`config.mk`:
```
export PLATFORM = sky130hd
export DESIGN_NAME = lbist_pattern_sched
export DESIGN_NICKNAME = d
export VERILOG_FILES = /design/src/rtl/lbist_pattern_sched.sv
export SDC_FILE = /design/constraint.sdc
export NUM_CORES = 1
export LEC_CHECK = 0
export ABC_CLOCK_PERIOD_IN_PS = 2300
export CAP_MARGIN = 10
export CORE_UTILIZATION = 36
export CTS_BUF_LIST = sky130_fd_sc_hd__clkbuf_16
export CTS_CLUSTER_DIAMETER = 30
export DETAILED_ROUTE_END_ITERATION = 8
export GPL_ROUTABILITY_DRIVEN = 0
export MAX_ROUTING_LAYER = met4
export PLACE_DENSITY = 0.92
export SLEW_MARGIN = 20
export SYNTH_ARGS = -nofsm -noshare
export SYNTH_HDL_FRONTEND = slang
export SYNTH_SLANG_ARGS = --single-unit
```
`constraint.sdc`:
```
create_clock -name clk_i -period 2.3 [get_ports clk_i]
set_clock_uncertainty 0.1 [all_clocks]
set_input_delay 0.345 -clock clk_i [delete_from_list [all_inputs] [get_ports clk_i]]
set_output_delay 0.345 -clock clk_i [all_outputs]
set_load 0.02 [all_outputs]
```
`src/rtl/lbist_pattern_sched.sv`:
```
// Multi-seed LBIST session scheduler: per seed RST, LOAD, (SHIFT/CAP) x patterns, FLUSH, CHECK.
// Optional macro LBIST_STOP_ON_FAIL_EN ends the session at the first signature mismatch.
module lbist_pattern_sched #(
  parameter int N_MISR       = 64,
  parameter int SEED_AW      = 4,
  parameter int N_SEEDS      = 16,
  parameter int CHAIN_LEN    = 64,
  parameter int PAT_PER_SEED = 256
) (
  input  logic               clk_i,
  input  logic               rst_ni,
  input  logic               start_i,
  input  logic               abort_i,
  input  logic [N_MISR-1:0]  misr_sig_i,
  input  logic [N_MISR-1:0]  golden_i,
  output logic [SEED_AW-1:0] seed_addr_o,
  output logic               lfsr_ld_o,
  output logic               lfsr_en_o,
  output logic               misr_en_o,
  output logic               scan_en_o,
  output logic               lfsr_misr_rst_no,
  output logic               dut_rst_no,
  output logic               busy_o,
  output logic               done_o,
  output logic               pass_o,
  output logic [SEED_AW-1:0] fail_seed_o
);

  localparam int SW = (CHAIN_LEN > 1) ? $clog2(CHAIN_LEN) : 1;
  localparam int PW = (PAT_PER_SEED > 1) ? $clog2(PAT_PER_SEED) : 1;
  localparam logic [SW-1:0]      SHIFT_LAST = SW'(CHAIN_LEN - 1);
  localparam logic [PW-1:0]      PAT_LAST   = PW'(PAT_PER_SEED - 1);
  localparam logic [SEED_AW-1:0] SEED_LAST  = SEED_AW'(N_SEEDS - 1);

  typedef enum logic [2:0] {
    S_IDLE, S_RST, S_LOAD, S_SHIFT, S_CAP, S_FLUSH, S_CHECK, S_DONE
  } state_t;

  state_t             state_q, state_d;
  logic [SW-1:0]      shift_cnt_q, shift_cnt_d;
  logic [PW-1:0]      pat_cnt_q, pat_cnt_d;
  logic [SEED_AW-1:0] seed_idx_q, seed_idx_d;
  logic               fail_q, fail_d;
  logic [SEED_AW-1:0] fail_seed_q, fail_seed_d;
  logic               mismatch;

  assign mismatch = (misr_sig_i != golden_i);

  always_ff @(posedge clk_i or negedge rst_ni) begin
    if (!rst_ni) begin
      state_q     <= S_IDLE;
      shift_cnt_q <= '0;
      pat_cnt_q   <= '0;
      seed_idx_q  <= '0;
      fail_q      <= 1'b0;
      fail_seed_q <= '0;
    end else begin
      state_q     <= state_d;
      shift_cnt_q <= shift_cnt_d;
      pat_cnt_q   <= pat_cnt_d;
      seed_idx_q  <= seed_idx_d;
      fail_q      <= fail_d;
      fail_seed_q <= fail_seed_d;
    end
  end

  always_comb begin
    state_d     = state_q;
    shift_cnt_d = shift_cnt_q;
    pat_cnt_d   = pat_cnt_q;
    seed_idx_d  = seed_idx_q;
    fail_d      = fail_q;
    fail_seed_d = fail_seed_q;
    unique case (state_q)
      S_IDLE, S_DONE: begin
        if (start_i) begin
          state_d     = S_RST;
          seed_idx_d  = '0;
          fail_d      = 1'b0;
          fail_seed_d = '0;
        end
      end
      S_RST: state_d = S_LOAD;
      S_LOAD: begin
        state_d     = S_SHIFT;
        shift_cnt_d = '0;
        pat_cnt_d   = '0;
      end
      S_SHIFT, S_FLUSH: begin
        if (shift_cnt_q == SHIFT_LAST) begin
          state_d     = (state_q == S_SHIFT) ? S_CAP : S_CHECK;
          shift_cnt_d = '0;
        end else begin
          shift_cnt_d = shift_cnt_q + 1'b1;
        end
      end
      S_CAP: begin
        if (pat_cnt_q == PAT_LAST) begin
          state_d = S_FLUSH;
        end else begin
          state_d   = S_SHIFT;
          pat_cnt_d = pat_cnt_q + 1'b1;
        end
      end
      S_CHECK: begin
        if (mismatch && !fail_q) begin
          fail_d      = 1'b1;
          fail_seed_d = seed_idx_q;
        end
`ifdef LBIST_STOP_ON_FAIL_EN
        if (mismatch || seed_idx_q == SEED_LAST) begin
          state_d = S_DONE;
        end else begin
          state_d    = S_RST;
          seed_idx_d = seed_idx_q + 1'b1;
        end
`else
        if (seed_idx_q == SEED_LAST) begin
          state_d = S_DONE;
        end else begin
          state_d    = S_RST;
          seed_idx_d = seed_idx_q + 1'b1;
        end
`endif
      end
      default: state_d = S_IDLE;
    endcase
    // Abort wins over everything, including a same-cycle start.
    if (abort_i) begin
      state_d     = S_IDLE;
      shift_cnt_d = '0;
      pat_cnt_d   = '0;
      seed_idx_d  = '0;
      fail_d      = 1'b0;
      fail_seed_d = '0;
    end
  end

  always_comb begin
    lfsr_ld_o        = (state_q == S_LOAD);
    scan_en_o        = (state_q == S_SHIFT) || (state_q == S_FLUSH);
    misr_en_o        = scan_en_o;
    lfsr_en_o        = scan_en_o || (state_q == S_CAP);
    lfsr_misr_rst_no = (state_q != S_RST);
    dut_rst_no       = (state_q != S_RST);
    busy_o           = (state_q != S_IDLE) && (state_q != S_DONE);
    done_o           = (state_q == S_DONE);
    pass_o           = (state_q == S_DONE) && !fail_q;
  end

  assign seed_addr_o = seed_idx_q;
  assign fail_seed_o = fail_seed_q;

endmodule

```
== Yosys cells after proc, flatten, opt, wreduce, memory -nomap -nowiden ==
Index checks and enable logic that the tools add are counted.
Storage, ports and cells
  word-level logic and storage cells: 68
  output and inout port bits: 17
  input bits: 132
  flip-flop bits (word level): 26
Cells by class
  add/subtract/negate cells: 3
  reductions and logical operators: 17
  equal/unequal tests: 18
  mux-type cells: 24
Operators with widths (number)
  64-bit != test: 1
  4-bit two-way mux: 5
  3-bit != test (second input constant): 6
  3-bit case mux with 6 select lines: 1
  8-bit two-way mux: 2
  4-bit case mux with 2 select lines: 2
  8-bit case mux with 2 select lines: 1
  3-bit two-way mux: 5
  3-bit equality test (second input constant): 4
  6-bit two-way mux: 2
  6-bit case mux with 2 select lines: 1
  3-bit nonzero test: 4
  8-bit by 1-bit adder with 8-bit output (second input constant): 1
  8-bit equality test (second input constant): 1
  6-bit by 1-bit adder with 6-bit output (second input constant): 1
  3-bit by 2-bit equality test with 1-bit output (second input constant): 2
  6-bit equality test (second input constant): 1
  3-bit AND reduction: 2
  4-bit by 1-bit adder with 4-bit output (second input constant): 1
  4-bit equality test (second input constant): 1
  2-bit AND reduction: 2
  2-bit OR reduction: 2
  3-bit by 1-bit equality test with 1-bit output (second input constant): 1
  1-bit logical AND: 3
  other kinds (7): 10

== Depth between registers and ports, before layout ==
Gate-level depths: netlist (run 1).
  word-level depth: 5
  gate-level depth with buffers: 8
  mapped depth without buffers: 7

== Worst setup path before layout (run 1) ==
Ideal clock, no wire load.
  path kind: register to register
  from: register state_q[1]
  to: register pat_cnt_q[7]
  clock period less this slack: 2.106 ns
  data required time: 2.040 ns
  path buffers: 1
  library setup time: 0.160 ns
  setup slack: 0.194 ns
  arrival: 1.846 ns
  stages on the path, launching flop included: 8
  path through: dfrtp_1 > buf_4 > nor3b_1 > nor2_1 > o31ai_2 > nand4_1 > xor2_1 > nor3_1
On the way
  longest elaborated chain between the ends: 3
  elaborated cells between the ends (all ways): 7
  classes of those cells: eq/ne (3); mux (2); reduce/logical (2)
RTL lines
  start: declaration: line 39  | state_t state_q, state_d;
  start signal: assignment: line 58  | state_q <= state_d;
  3-bit by 2-bit equality test with 1-bit output (*)
  named net lfsr_ld_o: line 17  | output logic lfsr_ld_o,
  8-bit case mux with 2 select lines / 3-bit nonzero test (equally long branches)
  8-bit two-way mux / 2-bit AND reduction (equally long branches)
  end signal: assignment: line 60  | pat_cnt_q <= pat_cnt_d;
  end: declaration: line 41  | logic [PW-1:0] pat_cnt_q, pat_cnt_d;
Mark *: on every way through the listed nets, which the timed path passes. The rest lies on a longest branch.
A chain may end at the register's enable or synchronous reset.

== Final worst setup path (run 1) ==
  from: register state_q[2]
  to: output busy_o
On the way
  longest elaborated chain between the ends: 2
  elaborated cells between the ends (all ways): 3
  classes of those cells: eq/ne (1); reduce/logical (2)
RTL lines
  3-bit != test / 3-bit nonzero test (equally long branches): line 146  | busy_o = (state_q != S_IDLE) && (state_q != S_DONE);
  1-bit logical AND (*): line 146
  end: declaration: line 23  | output logic busy_o,
Every way passes the cells marked *; elsewhere a longest branch is shown, timed or not.

==> results of run 1 <==
==> power by group <==
group          total, W  internal [W]  switching [W]  leakage [nW]
combinational  0.000532      0.000333       0.000199          1.13
sequential     0.000470      0.000462     0.00000792         0.359
clock          0.000391      0.000233       0.000158        0.0385
total           0.00139       0.00103       0.000365          1.53
==> per-layer routing <==
layer,vias up,share of wire
met5,-,0
met4,0,0.026
met3,21,0.085
met2,105,0.49
met1,1107,0.39
li1,1200,-
==> worst reg2reg max path: stages (launching register included) <==
cell and delay [ns]:
dfrtp_1 0.38, ha_1 0.21, nand3_1 0.19, o31ai_1 0.58
a21o_1 0.31, nand2b_1 0.13, o21ai_0 0.07
==> area by class of cell <==
| cell class | count | area (µm²) | area share |
|---|---|---|---|
| Multi-Input combinational cell | 207 | 1456 | 0.3737 |
| Clock buffer | 3 | 75.07 | 0.01926 |
| Timing Repair Buffer | 162 | 1593 | 0.4087 |
| Tap cell | 72 | 90.09 | 0.02311 |
| Inverter | 7 | 26.28 | 0.006742 |
| Sequential cell | 26 | 653.1 | 0.1676 |
| Clock inverter | 1 | 3.754 | 0.0009631 |
==> kinds of logic (layout without fill, tap and decap cells) <==
kind of cell    count (synthesis)  in the layout  synth area share
flops                          26             26            0.3008
xor+xnor                       69             69            0.2794
buf+inv                        15            173           0.03297
fa+ha+maj                       3              3           0.01735
compound gates                 43             43            0.1388
simple gates                   89             89            0.2163
mux                             3              3           0.01446
==> cell usage in the layout, fill, tap and decap left out, types with 2 or more instances in the layout <==
master | Yosys | final
clkdlybuf4s50_1 | 0 | 144
xnor2_1 | 65 | 65
dfrtp_1 | 26 | 24
nand4_1 | 20 | 20
nand2_1 | 19 | 19
o21ai_0 | 16 | 16
buf_4 | 3 | 14
nor2_1 | 13 | 13
nand2b_1 | 7 | 7
inv_1 | 7 | 7
nand3_1 | 7 | 7
nor3_1 | 7 | 7
xor2_1 | 4 | 4
a21oi_1 | 4 | 4
a32o_1 | 4 | 4
a21o_1 | 3 | 3
and3_1 | 3 | 3
nor4_1 | 4 | 3
ha_1 | 3 | 3
clkbuf_16 | 0 | 3
dlymetal6s2s_1 | 0 | 3
or3_1 | 2 | 2
nand3b_1 | 2 | 2
o41ai_1 | 2 | 2
a31oi_1 | 2 | 2
mux2i_1 | 2 | 2
dfrtp_2 | 0 | 2
==> timing repair <==
action / CTS / global route
resized for setup: 2 / 6
cloned: 0 / 0
buffers inserted: 0 / 2
pin swaps: 0 / 0
setup endpoints to repair: 4 / 9
==> registers in the layout, summed over array words and instances, names as in the netlist <==
signal,count
pat_cnt_q,8
shift_cnt_q,6
fail_seed_o,4
seed_addr_o,4
state_q,3
fail_q,1
==> per-stage QoR <==
stage / cell area, µm² / utilization / hold slack, ns / instances / total power [W]
floorplan: 2163 / - / -0.05059 / 248 / 0.0006817
global placement: 3780 / 0.6700 / 0.3848 / 472 / 0.0009884
detailed placement: 3780 / 0.6700 / 0.3971 / 472 / 0.001005
CTS: 3859 / 0.6840 / 0.3712 / 476 / 0.001392
global route: 3897 / 0.6908 / 0.3857 / 478 / 0.001462
finish: 3897 / 0.6908 / 0.3521 / 478 / 0.001393
==> how the worst max path moves through the flow <==
stage	cells after the start	slack (ns)	start	endpoint
floorplan	7	0.19	state_q[1]	pat_cnt_q[7]
global placement	8	-0.10	misr_sig_i[33]	fail_seed_o[3]
detailed placement	8	-0.14	golden_i[33]	fail_seed_o[2]
CTS	3	0.03	state_q[2]	lfsr_en_o
global route	2	0.004	state_q[0]	lfsr_ld_o
finish	5	0.09	state_q[2]	busy_o
==> flow_summary.yaml, run 1 <==
outcome:
  status: "finished clean"
min_path:
  min_path_type: "in2async"
routing:
  wl_per_cell_um: 17.03
  via_per_inst: 5.090
  wl_um: 8141
  dr.first_iter.drc_count: 185
  dr.pass1.iters: 4
  ant_nets: 0
  drc_errors: 0
  vias: 2433
timing:
  rsz0062_at_grt: "no"
  timing.fmax_mhz: 452.9
  fin_crit_sh: 0.9600
  fin_crit_ns: 2.208
  final_max_slew_viol_count: 0
  slew_headroom: 0.6089
  fin_ws_ns: 0.09191
  hold_violations: 0
  finalSetupTns_ns: 0
  worstMarginPinSlew_ns: 0.5817
  setup_viol: 0
synth:
  synth.most_common_cell: "xnor2_1"
  synth_async_sr_flop_share: 1.000
  synth-seq-cells: 26
  synth_top_area_frac: 0.3008
  synth_nets: 383
  syn_area_um2: 2163
  yosys_warnings: 0
  syn_avg_cell_area_um2: 8.723
  synthDistinctLibCells: 43
  yosysSeqAreaShare: 0.3008
  synthCells: 248
  yosys-top-cells-count: "xnor2_1, dfrtp_1, nand4_1"
  ys_top_cells_by_area: "dfrtp_1, xnor2_1, nand4_1, o21ai_0, nand2_1"
  synth_edf_count: 0
  yosysTopAreaCell: "dfrtp_1"
  yosys_most_used_dff: "dfrtp_1"
critical_path:
  r2r-start: "pat_cnt_q[0]"
  crit_chain: "buf_4 > or3_1 > nand2_1 > inv_1 > dlygate4sd2_1"
  worstPathArrival_ns: 1.76
  worstSetupPathType: "reg2out"
  reg2regPathDepth: 6
  crit_required_ns: 1.86
  crit_path_max_incr_delay_ns: 0.46
  cp_slowest_cell: "dfrtp_2"
  r2r-end: "pat_cnt_q[3]"
  end_kind: "primary output"
  cp-start-kind: "flip-flop"
  cp_max_fo: 8
  path_delay_family: "buffers and inverters"
  reg2reg_slack_ns: 0.20
  cp_num_buf_inv: 3
placement:
  dp_hpwl_um: 6796
  dp_slack_ns: -0.1350
  port_buffers: 148
layout:
  antenna_cells: 0
  area_growth_pct: 80.16
  layout-drive-gt1-share: 0.06404
  num-fill-cells: 411
  fin_nets: 542
power_and_ir_drop:
  leakagePower_nw: 1.527
  p_per_area_nw_per_um2: 357.3
  ir_worst_vdd_mv: 0.3314
clock_tree:
  path_clk_slew_ns: 0.07
  clock_latency_ns: 0.26
  cts_buffer_depth: 2
  root_buffer: "clkbuf_16"
  cts_max_level: 1
  cts_buffers: 3
  cts_hold_buf: 0
  clock-sinks: 26
  cts_tree: "done"
floorplanning:
  start_util: 0.3835
  die_x_um: 79.52
  core_um2: 5642
  rows: 27
  die_area_um2: 6323
  die_h_um: 79.52
  boundaryPins: 149
global_routing:
  grt_pass1_vias: 2483
  grt_pass1_wl_um: 12290
  met3_usage: 0.06629
  use_met2: 0.4530
  met1_usage: 0.3041
  track_usage: 0.2632
  grt_busiest_layer: "met2"
  grt_max_degree: 27
  grt_antenna_before_repair: 0
  grt-ovfl-total: 0
flow_run:
  max_cap_violations: 0
Power figures use the tool's default switching activity.
==> run 2: changes to the inputs <==
--- a/config.mk
+++ b/config.mk
@@ -7,13 +7,13 @@
 export LEC_CHECK = 0
 export ABC_CLOCK_PERIOD_IN_PS = 2300
 export CAP_MARGIN = 10
-export CORE_UTILIZATION = 36
+export CORE_UTILIZATION = 33
 export CTS_BUF_LIST = sky130_fd_sc_hd__clkbuf_16
 export CTS_CLUSTER_DIAMETER = 30
 export DETAILED_ROUTE_END_ITERATION = 8
 export GPL_ROUTABILITY_DRIVEN = 0
 export MAX_ROUTING_LAYER = met4
-export PLACE_DENSITY = 0.92
+export PLACE_DENSITY = 0.86
 export SLEW_MARGIN = 20
 export SYNTH_ARGS = -nofsm -noshare
 export SYNTH_HDL_FRONTEND = slang
==> run 2 against run 1 <==
Setup slack better by 0.013 ns; via count fell by 0.16%; non-clock buffer count is 1 lower; critical path depth decreased by 1; critical endpoint is now misr_en_o; first-iteration DRC count decreased by 10%; critical path type unchanged.
==> flow_summary.yaml, run 2 (synthesis results as in run 1) <==
routing:
  wl_um: 7825
  wl_per_cell_um: 16.23
  vias: 2429
  dr.pass1.iters: 4
  ant_nets: 0
  drc_errors: 0
  via_per_inst: 5.039
  dr.first_iter.drc_count: 166
power_and_ir_drop:
  internal_power_w: 0.001027
  p_per_area_nw_per_um2: 357.5
  pwr-share-comb: 0.378
  fin_total_pwr_w: 0.001392
  leakagePower_nw: 1.506
  power_switching_w: 0.0003650
  power_frac_seq: 0.337
  power.share.clock: 0.285
  swShare: 0.2622
  ir_worst_vdd_mv: 0.2402
floorplanning:
  die_x_um: 82.97
  start_util: 0.3407
  die_h_um: 82.97
  core_um2: 6350
  boundaryPins: 149
  die_area_um2: 6883
  rows: 29
layout:
  antenna_cells: 0
  mostFrequentLayoutCells: "clkdlybuf4s50_1, xnor2_1, dfrtp_1"
  regMostFlops: "pat_cnt_q"
  largest_reg_flops: 8
  fin_nets: 541
  fin_cells: 482
  final_common_cell: "clkdlybuf4s50_1"
  area_growth_pct: 79.99
  top_regs: "pat_cnt_q x8, shift_cnt_q x6"
  layout-drive-gt1-share: 0.06173
clock_tree:
  cts_max_level: 1
  root_buffer: "clkbuf_16"
  clock_latency_ns: 0.26
  cts_tree: "done"
  cts_buffer_depth: 2
  cts_buffers: 3
  cts_hold_buf: 0
  path_clk_slew_ns: 0.07
  clock-sinks: 26
timing:
  fin_crit_sh: 0.9544
  final_max_slew_viol_count: 0
  finalSetupTns_ns: 0
  worstMarginPinSlew_ns: 0.6184
  fin_crit_ns: 2.195
  timing.fmax_mhz: 455.5
  setup_viol: 0
  slew_headroom: 0.5842
  hold_violations: 0
critical_path:
  reg2reg_slack_ns: 0.18
  reg2regPathDepth: 7
  worstSetupPathType: "reg2out"
  worstPathArrival_ns: 1.75
  end_kind: "primary output"
  r2r-end: "pat_cnt_q[7]"
  r2r-start: "pat_cnt_q[0]"
  crit_start: "state_q[2]"
  cp_max_fo: 9
  crit_required_ns: 1.86
  crit_end: "misr_en_o"
  cp-start-kind: "flip-flop"
global_routing:
  grt_pass1_vias: 2499
  grt-ovfl-total: 0
  grt_pass1_wl_um: 12250
  grt_max_degree: 27
  track_usage: 0.2298
  use_met2: 0.3793
  met1_usage: 0.2769
  met3_usage: 0.06461
  grt_antenna_before_repair: 0
  grt_busiest_layer: "met2"
flow_run:
  max_cap_violations: 0
placement:
  dp.cells: 478
  port_buffers: 148
  dp_hpwl_um: 6589
min_path:
  min_path_type: "in2async"
outcome:
  status: "finished clean"
[run 2: critical path, stage by stage, from the launching register on]
cell	delay (ns)
dfrtp_2	0.47
xor2_1	0.20
nand2_2	0.11
inv_1	0.10
clkdlybuf4s50_1	0.60
[run 2: area by class of cell]
type	count	area [µm²]
clock buffers	3	75.07
multi-input cells	207	1458
fillers	539	2456
repair buffers	161	1583
clock inverters	1	3.754
flip-flops and latches	26	651.9
well taps	77	96.34
inverters	7	26.28
[run 2: metrics by stage]
step	cell area, µm²	hold slack [ns]	util	setup slack (ns)
3_3_place_gp	3794	0.3852	0.5974	-0.02050
6_report	3894	0.3684	0.6132	0.1048
5_1_grt	3894	0.4129	0.6132	-0.02737
3_5_place_dp	3794	0.4005	0.5974	-0.08884
4_1_cts	3871	0.3920	0.6097	0.02956
2_1_floorplan	2163	-0.05059	-	0.1939
[run 2: worst min-delay path by stage]
stage / from / end / slack [ns] / cells past startpoint
finish: rst_ni / state_q[2] / 0.37 / 2
global route: rst_ni / state_q[2] / 0.41 / 2
CTS: rst_ni / fail_q / 0.39 / 2
detailed placement: shift_cnt_q[2] / shift_cnt_q[2] / 0.40 / 1
global placement: pat_cnt_q[0] / pat_cnt_q[0] / 0.39 / 1
floorplan: rst_ni / fail_q / -0.05 / 0
[run 2: power by group through the flow]
stage               clock network (W)  registers [W]  logic (W)
global placement                    0       0.000477   0.000511
floorplan                           0       0.000474   0.000207
finish                       0.000397       0.000469   0.000526
global route                 0.000418       0.000470   0.000562
detailed placement                  0       0.000477   0.000523
CTS                          0.000400       0.000468   0.000524
[run 2: layer usage]
metal	wire [µm]	up-vias
met5	0	-
met2	3827	106
li1	-	1196
met1	3267	1110
met4	172	0
met3	559	17
[run 2: timing repair]
| item | 4_1_cts | 5_1_grt |
|---|---|---|
| buffers inserted | 0 | 0 |
| endpoints found under the setup margin | 1 | 7 |
| gates resized for setup | 1 | 6 |
==> run 3: changes to the inputs <==
--- a/config.mk
+++ b/config.mk
@@ -5,11 +5,11 @@
 export SDC_FILE = /design/constraint.sdc
 export NUM_CORES = 1
 export LEC_CHECK = 0
-export ABC_CLOCK_PERIOD_IN_PS = 2300
 export CAP_MARGIN = 10
 export CORE_UTILIZATION = 33
 export CTS_BUF_LIST = sky130_fd_sc_hd__clkbuf_16
 export CTS_CLUSTER_DIAMETER = 30
+export CTS_CLUSTER_SIZE = 30
 export DETAILED_ROUTE_END_ITERATION = 8
 export GPL_ROUTABILITY_DRIVEN = 0
 export MAX_ROUTING_LAYER = met4
==> results of run 3 <==
Same layout as run 2: the final DEF is identical, and so are final timing and power.
